<file path="config.mk">
export PLATFORM = sky130hd
export DESIGN_NAME = time_of_day_counter
export DESIGN_NICKNAME = d
export VERILOG_FILES = /design/src/rtl/clock_pkg.sv /design/src/rtl/time_of_day_counter_tick_gen.sv /design/src/rtl/time_of_day_counter.sv
export SDC_FILE = /design/constraint.sdc
export NUM_CORES = 1
export LEC_CHECK = 0
export BUFFER_PORTS_ARGS = -buffer_cell sky130_fd_sc_hd__buf_2
export CAP_MARGIN = 25
export CORE_MARGIN = 1
export CORE_UTILIZATION = 40
export CTS_CLUSTER_DIAMETER = 30
export DETAILED_ROUTE_END_ITERATION = 12
export GPL_TIMING_DRIVEN = 0
export PLACE_DENSITY = 0.61
export RECOVER_POWER = 50
export SKIP_LAST_GASP = 1
export SLEW_MARGIN = 20
export SYNTH_ARGS = -nofsm -noshare
export SYNTH_HDL_FRONTEND = slang
export SYNTH_SLANG_ARGS = --single-unit
</file>
<file path="constraint.sdc">
create_clock -name clk -period 5.6 [get_ports clk]
set_input_delay 0.84 -clock clk [delete_from_list [all_inputs] [get_ports clk]]
set_output_delay 0.84 -clock clk [all_outputs]
set_load 0.01 [all_outputs]
</file>
<file path="src/rtl/clock_pkg.sv">
// Shared time-of-day limits and value type, reused by the digit-split
// stage and the calendar counter.
package clock_pkg;
  localparam int TIME_W = 8;
  typedef logic [TIME_W-1:0] time_val_t;
  localparam time_val_t SEC_MAX  = 8'd59;
  localparam time_val_t MIN_MAX  = 8'd59;
  localparam time_val_t HOUR_MAX = 8'd23;
endpackage

</file>
<file path="src/rtl/time_of_day_counter_tick_gen.sv">
// Prescaler: divides clk down to a one-cycle tick every CLK_HZ cycles.
// hold pins the count at 0, so the next tick is a full period after release.
module tick_gen #(
  parameter int CLK_HZ = 50000000,
  parameter int CNT_W  = 26
) (
  input  logic clk,
  input  logic reset,
  input  logic hold,
  output logic tick
);
  localparam logic [CNT_W-1:0] LAST = CNT_W'(CLK_HZ - 1);

  logic [CNT_W-1:0] cnt;

  assign tick = !hold && (cnt == LAST);

  always_ff @(posedge clk or posedge reset) begin
    if (reset)                   cnt <= '0;
    else if (hold || cnt == LAST) cnt <= '0;
    else                         cnt <= cnt + 1'b1;
  end
endmodule

</file>
<file path="src/rtl/time_of_day_counter.sv">
// Seconds/minutes/hours time base with manual set mode and a day-rollover
// pulse for the calendar counter. Mode is set_en directly; no state register.
module time_of_day_counter
  import clock_pkg::*;
#(
  parameter int CLK_HZ = 50000000,
  parameter int CNT_W  = 26
) (
  input  logic              clk,
  input  logic              reset,
  input  logic              set_en,
  input  logic              inc_min,
  input  logic              inc_hour,
  output logic [TIME_W-1:0] seconds,
  output logic [TIME_W-1:0] minutes,
  output logic [TIME_W-1:0] hours,
  output logic              sec_tick,
  output logic              day_tick
);
  logic tick;
  logic sec_last, min_last, hour_last;

  tick_gen #(.CLK_HZ(CLK_HZ), .CNT_W(CNT_W)) u_tick (
    .clk  (clk),
    .reset(reset),
    .hold (set_en),
    .tick (tick)
  );

  assign sec_last  = (seconds == SEC_MAX);
  assign min_last  = (minutes == MIN_MAX);
  assign hour_last = (hours   == HOUR_MAX);

  always_ff @(posedge clk or posedge reset) begin
    if (reset) begin
      seconds  <= '0;
      minutes  <= '0;
      hours    <= '0;
      sec_tick <= 1'b0;
      day_tick <= 1'b0;
    end else begin
      sec_tick <= 1'b0;
      day_tick <= 1'b0;
      if (set_en) begin
        // Set mode: minute and hour wrap independently, never carry.
        seconds <= '0;
        if (inc_min)  minutes <= min_last  ? '0 : minutes + 1'b1;
        if (inc_hour) hours   <= hour_last ? '0 : hours + 1'b1;
      end else if (tick) begin
        sec_tick <= 1'b1;
        if (!sec_last) begin
          seconds <= seconds + 1'b1;
        end else begin
          seconds <= '0;
          if (!min_last) begin
            minutes <= minutes + 1'b1;
          end else begin
            minutes <= '0;
            if (!hour_last) begin
              hours <= hours + 1'b1;
            end else begin
              hours    <= '0;
              day_tick <= 1'b1;
            end
          end
        end
      end
    end
  end
endmodule

</file>
# Word-level counts from Yosys, hierarchy flattened
# Index checks and enable logic that the tools add are counted.
[totals] ff_bits=52 latch_bits=0 mem_bits_rw=0 rom_bits=0 input_bits=5 out_inout_bits=26 word_cells=46 memories=0
[classes] n_addsub=4 n_mul=0 div=0 order_cmp=0 eq_ne=6 shift=0 muxes=22 n_bitwise=0 n_reduce_logical=8
[ops] op="$mux 8" n=14
[ops] op="$add 26x1->26 const B" n=1
[ops] op="$eq 26x26->1 const B" n=1
[ops] op="$mux 26" n=1
[ops] op="$add 8x1->8 const B" n=3
[ops] op="$eq 8x6->1 const B" n=2
[ops] op="$eq 8x5->1 const B" n=1
[ops] op="$mux 1" n=7
[ops] op="$reduce_bool 2->1" n=3
[ops] op="$ne 2x1->1 const B" n=2
[ops] op="$reduce_and 4->1" n=1
[ops] op="$reduce_and 3->1" n=1
[ops] op="$logic_and 1x1->1" n=1
[ops] op="$logic_not 1->1" n=1
[ops] op="$logic_or 1x1->1" n=1

# Depth between registers and ports, before layout
# Gate-level depths: netlist of the first run.
[depth] depth_word=6 mapped_depth=8 depth_no_buf=6

# Cells and area by module
# A second synthesis of the first run with hierarchy kept.
[hier_totals] cells_unflattened=287 area_unflattened_um2=2788.9
[modules_own_cells] mod="tick_gen" n_inst=1 cells_each=155 area_per_inst_um2=1463.9 seq_area_each_um2=650.6
[modules_own_cells] mod="time_of_day_counter" n_inst=1 cells_each=132 area_per_inst_um2=1325.0 seq_area_each_um2=650.6

# Worst setup path before layout of the first run
# No wires, ideal clock.
[synth_timing] path_kind="input to register" from="input set_en" to="register minutes[2]" setup_time_ns=0.125 arrival_time_ns=2.003 t_required_ns=5.475 setup_slack_ns=3.473 stages=6 n_path_buf=1 cell_sequence="clkbuf_1 > nor2b_1 > and4_1 > nand3_4 > a21boi_0 > mux2_2"
[synth_between] elab_chain_cells=4 word_cells_on_any_way=7 cone_classes="1 x eq/ne; 1 x mux; 5 x reduce/logical"
[synth_lines] element="from (decl)" line_no="time_of_day_counter.sv:11" text="input logic set_en,"
[synth_lines] element="$logic_not 1->1" line_no="time_of_day_counter_tick_gen.sv:16" text="assign tick = !hold && (cnt == LAST);"
[synth_lines] element="$logic_and 1x1->1" line_no="time_of_day_counter_tick_gen.sv:16"
[synth_lines] element="$reduce_bool 2->1 (no line)"
[synth_lines] element="$reduce_and 3->1 (no line)"
[synth_lines] element="to (signal assigned)" line_no="time_of_day_counter.sv:47" text="if (inc_min) minutes <= min_last ? '0 : minutes + 1'b1;"
[synth_lines] element="to (signal assigned)" line_no="time_of_day_counter.sv:56" text="minutes <= minutes + 1'b1;"
[synth_lines] element="to (decl)" line_no="time_of_day_counter.sv:15" text="output logic [TIME_W-1:0] minutes,"
# Parallel ways exist; a longest one is shown, timed or not.
# A chain may end at the register's enable or synchronous reset.

# Final worst setup path of the first run
[layout_timing] from="register u_tick.cnt[0]" to="register seconds[4]"
[layout_between] elab_chain_cells=3
[layout_lines] element="from (decl)" line_no="time_of_day_counter_tick_gen.sv:14" text="logic [CNT_W-1:0] cnt;"
[layout_lines] element="from (signal assigned)" line_no="time_of_day_counter_tick_gen.sv:21" text="else cnt <= cnt + 1'b1;"
[layout_lines] element="$eq 26x26->1" line_no="time_of_day_counter_tick_gen.sv:16"
[layout_lines] element="$logic_and 1x1->1" line_no="time_of_day_counter_tick_gen.sv:16"
[layout_lines] element="$reduce_bool 2->1 (no line)"
[layout_lines] element="to (signal assigned)" line_no="time_of_day_counter.sv:52" text="seconds <= seconds + 1'b1;"
[layout_lines] element="to (decl)" line_no="time_of_day_counter.sv:14" text="output logic [TIME_W-1:0] seconds,"
# Every way passes these cells.

==> run metrics, run 1 <==
Clock Latency Late Sink between 300 and 400 ps; Yosys top cell by area dfrtp_1; die height between 80 and 90 um; wire length per cell after detailed routing 14.32 um; Ant. Diodes 0; post_cts resized 0; CP endpoint kind flop; Setup Viol. Count Final 0; Total Power 928.3 uW; DRT Pass-1 Iters 4; Static Leak between 1 and 1.5 nW; global-route wire length before repair 10.62 mm; I/O Buffers 29; number of I/O pins 31; Crit path arrival time 2470 ps; # fillers 675; number of DRC markers in iteration 0 109; pwr/cell area 288.1 nW/um^2; violated checks max-capacitance violations, max-slew violations; cell count after synthesis 298; hold crit path type flop to flop; Root Driver clkbuf_8; relative slew slack -0.5258; CP max FO 8; Max-cap violations 1; Worst setup SP type flop; die width 86.77 um; RSZ-0062 raised after global routing no; Placeable Area 6869 sq um; largest buffer count on any clock path 2; skew final roughly 15 ps; Die ar. 7528 sq um; overall routed net length 6.170 mm; footprint of the multi-input gates 1486 sq um; Final Max Slew Viols 53; GRT Total Usage 0.1820; synthesis-stage register bit count between 50 and 60; status complete, but fails checks; global placement routability congestion 0.7908; Post-CTS Setup Bufs 0; Setup TNS 0 ps; Req. time, crit path a little under 6000 ps; fin nets 343; layout cell share with drive strength beyond 1 0.1552; area of the mapped netlist 2874 sq um; final period utilization 0.4033; row cnt 30; largest net degree at the start of global routing 53; Net Count, Synth roughly 300; top_reg_cell synth dfrtp_1; Synth top area share 0.4528; total grt overflow 0; CTS Hold Buffers Added 0; EDFF count, synth 0; ys async rst share 1.000; Warnings, synthesis 0; Synth area leaders dfrtp_1, xor2_1, nand3_1, nor2_1, nand2_1; vias per cell 5.334; max frequency approximately 440 MHz; clock transition at the registers of the reported paths 110 ps; Synth cell types 56; Final Hold Vio Count 0; Num CTS Buffers 5; WHS slightly below 500 ps; DP Wirelength 4.257 mm; Final ANT Viol Nets 0; routed via count approximately 2300; DRC violations left 0; initial core utilization 0.4184; average cell area after synthesis 9.644 sq um; Synth-to-Final Area Change 12.10%; critical path class flop to flop; CTS H-tree depth 2; sequential fraction of the synthesis area 0.4528; Sequential Area ~1300 sq um; peak supply drop 103.6 uV; fin crit period 2258 ps; vias in the first global route 2191; worst slew pin tran 2276 ps; clock tree from TritonCTS built; Sinks on Clock Net 52; initial antenna violation count 0
[sequential cells by signal, indices dropped and copies added (netlist names)]
signal	count
u_tick.cnt	26
seconds	8
hours	8
day_tick	1
sec_tick	1
minutes	8
[cell families after synthesis]
kind of cell	share of synthesized area
and+or+nand+nor	0.3134
DFF	0.4528
AOI/OAI and AO/OA	0.08141
xor gates and xnor gates	0.08533
buffers and inverters	0.03003
muxes	0.01959
adders and majority gates	0.01741
[report_power, final]
part | leakage (nW) | internal, mW | total [mW] | switching, mW
Clock | 0.0487 | 0.0915 | 0.228 | 0.137
Sequential | 0.680 | 0.422 | 0.484 | 0.0620
Combinational | 0.624 | 0.0984 | 0.216 | 0.118
Total | 1.35 | 0.612 | 0.928 | 0.316
[final timing paths]
kind | depth (start not counted) | endpoint | slack (ps) | from
worst min register to register | 1 | u_tick.cnt[0] | 500 | u_tick.cnt[0]
worst max register to register | 5 | seconds[4] | 3340 | u_tick.cnt[0]
max in group asynchronous | 2 | u_tick.cnt[0] | 3440 | reset
worst min-delay path | 1 | u_tick.cnt[0] | 500 | u_tick.cnt[0]
worst max-delay path | 5 | seconds[4] | 3340 | u_tick.cnt[0]
min in group asynchronous | 2 | u_tick.cnt[22] | 1120 | reset
[Yosys cell counts, types with 6 or more instances]
master   instances
and3_1           6
nand3_1         30
o21ai_0         11
xnor2_1          6
nand2_1         25
dfrtp_1         52
nand4_1         10
nor2_1          37
xor2_1          22
and4_1           6
[layout by cell type (no fill, tap or decap), types with 6 or more instances in the layout]
cell      instances
and3_1            6
o21ai_0          11
xor2_1           22
nor2_1           37
nand3_1          30
buf_2            20
xnor2_1           6
nand4_1          10
dfrtp_1          52
clkbuf_1         15
and4_1            6
nand2_1          25
[worst max-delay path, stage by stage, from the launching register on]
cell     delay [ps]
dfrtp_1         410
ha_1            250
nand4_1         150
nor2_1          470
a41oi_1         470
o41ai_1         420
[metrics by stage]
step / util / instance area, sq um / cells / worst slack (ps)
finish: 0.4690 / 3222 / 431 / 3342
global route: 0.4690 / 3222 / 431 / 2968
CTS: 0.4712 / 3237 / 431 / 3336
detailed placement: 0.4574 / 3142 / 423 / 3245
global placement: 0.4570 / 3139 / 423 / 2695
floorplan: - / 2874 / 298 / 3473
[final cells by class]
type	instances	area share
multi-input combinational	230	0.4614
sequential	52	0.4039
timing repair buffer	29	0.04078
tap	96	0.03728
clock buffer	5	0.02136
buffer	11	0.02097
clock inverter	3	0.008155
inverter	5	0.006214
[routing by layer]
layer	up-vias	GRT usage	routed length (um)
li1	1146	-	-
met1	1118	0.2432	3040
met2	29	0.2965	2881
met3	6	0.03238	161
met4	0	0.06515	87
met5	-	0	0
Power figures use the tool's default switching activity.
==> inputs of run 2 (changes only) <==
Clock period 5.6 ns to 2.14 ns, I/O delays scaled along.
==> run 2 against run 1 <==
Net effect: the flow now finishes without violations; sequential share of layout area shrank 0.54 points; fmax grew 12%; first-iteration DRC count grew 25%; flip-flop and latch count is the same; sequential power grew to 2.6 times the previous value; count of clock-buffer cells in the layout is the same; global-route usage is the same.
==> run metrics, run 2 (synthesis results as in run 1) <==
max reg flops 26 (unchanged); Worst setup SP type flop; DRC violations left 0 (unchanged); layout cell share with drive strength beyond 1 0.1805 (+0.02525); Max-cap violations 0 (-1); Die ar. 7528 sq um (unchanged); clock tree from TritonCTS built; I/O Buffers 29 (unchanged); leading cell type in the layout, fill and taps excluded dfrtp_1; Ant. Diodes 0 (unchanged); largest buffer count on any clock path 2 (unchanged); largest net degree at the start of global routing 53 (unchanged); global placement routability congestion 0.7908 (unchanged); final core occ 0.4754 (+0.006375); design area 3266 sq um (+1.4%); CP endpoint kind flop; final period utilization 0.9399 (+0.5367); placed instance area 3142 sq um (unchanged); Largest stage delay, worst path 490 ps (+20 ps); total grt overflow 0 (unchanged); Static Leak 1.368 nW (+1.1%); WHS 259.7 ps (-237.8 ps); Final Hold Vio Count 0 (unchanged); Req. time, crit path 2400 ps (-3410 ps); max frequency 497.2 MHz (+12%); Synth-to-Final Area Change 13.63%; critical path class flop to flop; hold crit path type input pin to async pin; P_int 1.606 mW (+160%); worst slew pin tran 1092 ps (-1185 ps); fin crit period 2011 ps (-246.9 ps); Clock Latency Late Sink 320 ps (about the same); global-route wire length before repair 10.62 mm (unchanged); Crit path arrival time 2270 ps (-200 ps); DRT Pass-1 Iters 4 (unchanged); fin nets 346 (+0.87%); relative slew slack 0.2723 (+0.7981); CTS H-tree depth 2 (unchanged); number of I/O pins 31 (unchanged); row cnt 30 (unchanged); Reg with most FFs u_tick.cnt; RSZ-0062 raised after global routing no; Worst Setup SP seconds[0]; Placeable Area 6869 sq um (unchanged); worst-path cell chain ha_2 > nor4b_4 > and2_1 > buf_6 > nand3_4 > or4_1 > nand3_1; clock transition at the registers of the reported paths 110 ps (about the same); Reg power frac 0.520 (about the same); die width 86.77 um (unchanged); GRT Total Usage 0.1820 (unchanged); Sinks on Clock Net 52 (unchanged); CTS Hold Buffers Added 0 (unchanged); Final Max Slew Viols 0 (-100%); routed via count 2336 (+1.6%); Final Worst Setup Slack 128.5 ps (-3213 ps); vias per cell 5.382 (+0.91%); Final ANT Viol Nets 0 (unchanged); dpl ws -98.30 ps (-3344 ps); Clock Power Share 0.247 (about the same); wire length per cell after detailed routing 14.28 um (-0.27%); Net Switching 833.0 uW (+160%); Switching Share 0.3416 (+0.0007024); Crit Reg-Reg Startpoint seconds[0]; vias in the first global route 2191 (unchanged); initial core utilization 0.4184 (unchanged); Total Power 2.439 mW (+160%); number of DRC markers in iteration 0 136 (+25%); die height 86.77 um (unchanged); skew final 16.46 ps (+1.592 ps); Combinational Power Share 0.234 (about the same); CP max FO 7 (-1); highest-count cells in the layout ignoring fill and taps dfrtp_1, nor2_1, nand3_1; overall routed net length 6.196 mm (+0.42%); DP Wirelength 4.257 mm (unchanged); Root Driver clkbuf_8; pwr/cell area 746.8 nW/um^2 (+160%); status completed; Num CTS Buffers 5 (unchanged); peak supply drop 271.8 uV (+160%); Setup Viol. Count Final 0 (unchanged); initial antenna violation count 0 (unchanged); slowest cell on the critical path or4_1
[run 2: area by class of cell]
type	instances	area, sq um
fill	677	3603
multi-input combinational	230	1509
sequential	52	1301
timing repair buffer	32	153.9
tap	96	120.1
clock buffer	5	68.82
buffer	11	67.56
clock inverter	3	26.28
inverter	5	18.77
[run 2: worst max-delay path: cells and delay by family (launching register included)]
family	cells	cell delay, ps
fa+ha+maj	1	240
buf+inv	1	130
flops	1	420
simple gates	5	1150
[run 2: worst paths after layout]
check / to / slack, ps / cells past startpoint
max: hours[6] / 130 / 7
min: u_tick.cnt[22] / 260 / 2
max reg2reg: hours[6] / 130 / 7
min reg2reg: minutes[7] / 510 / 1
max in group asynchronous: u_tick.cnt[0] / 1190 / 2
min in group clk: minutes[2] / 480 / 4
[run 2: what timing repair did]
| action | 4_1_cts | 5_1_grt |
|---|---|---|
| buffers inserted | 0 | 3 |
| gates resized for setup | 1 | 6 |
| setup endpoints to repair | 6 | 31 |
[run 2: layer usage]
layer	vias up	share of wire	wire length (um)	track usage
met1	1136	0.48	3001	0.2432
li1	1153	-	-	-
met5	-	0	0	0
met4	0	0.015	92	0.06515
met2	41	0.47	2925	0.2965
met3	6	0.029	177	0.03238
[run 2: metrics by stage]
step           TNS, ps  instances
6_report             0        434
5_1_grt              0        434
4_1_cts              0        431
3_5_place_dp    -352.7        423
3_3_place_gp    -12860        423
2_1_floorplan        0        298
[run 2: power by group through the flow]
stage	combinational [mW]	clock (mW)	sequential, mW
4_1_cts	0.587	0.625	1.27
6_report	0.570	0.601	1.27
2_1_floorplan	0.331	0	1.31
3_5_place_dp	0.587	0	1.28
3_3_place_gp	0.565	0	1.28
5_1_grt	0.642	0.658	1.29
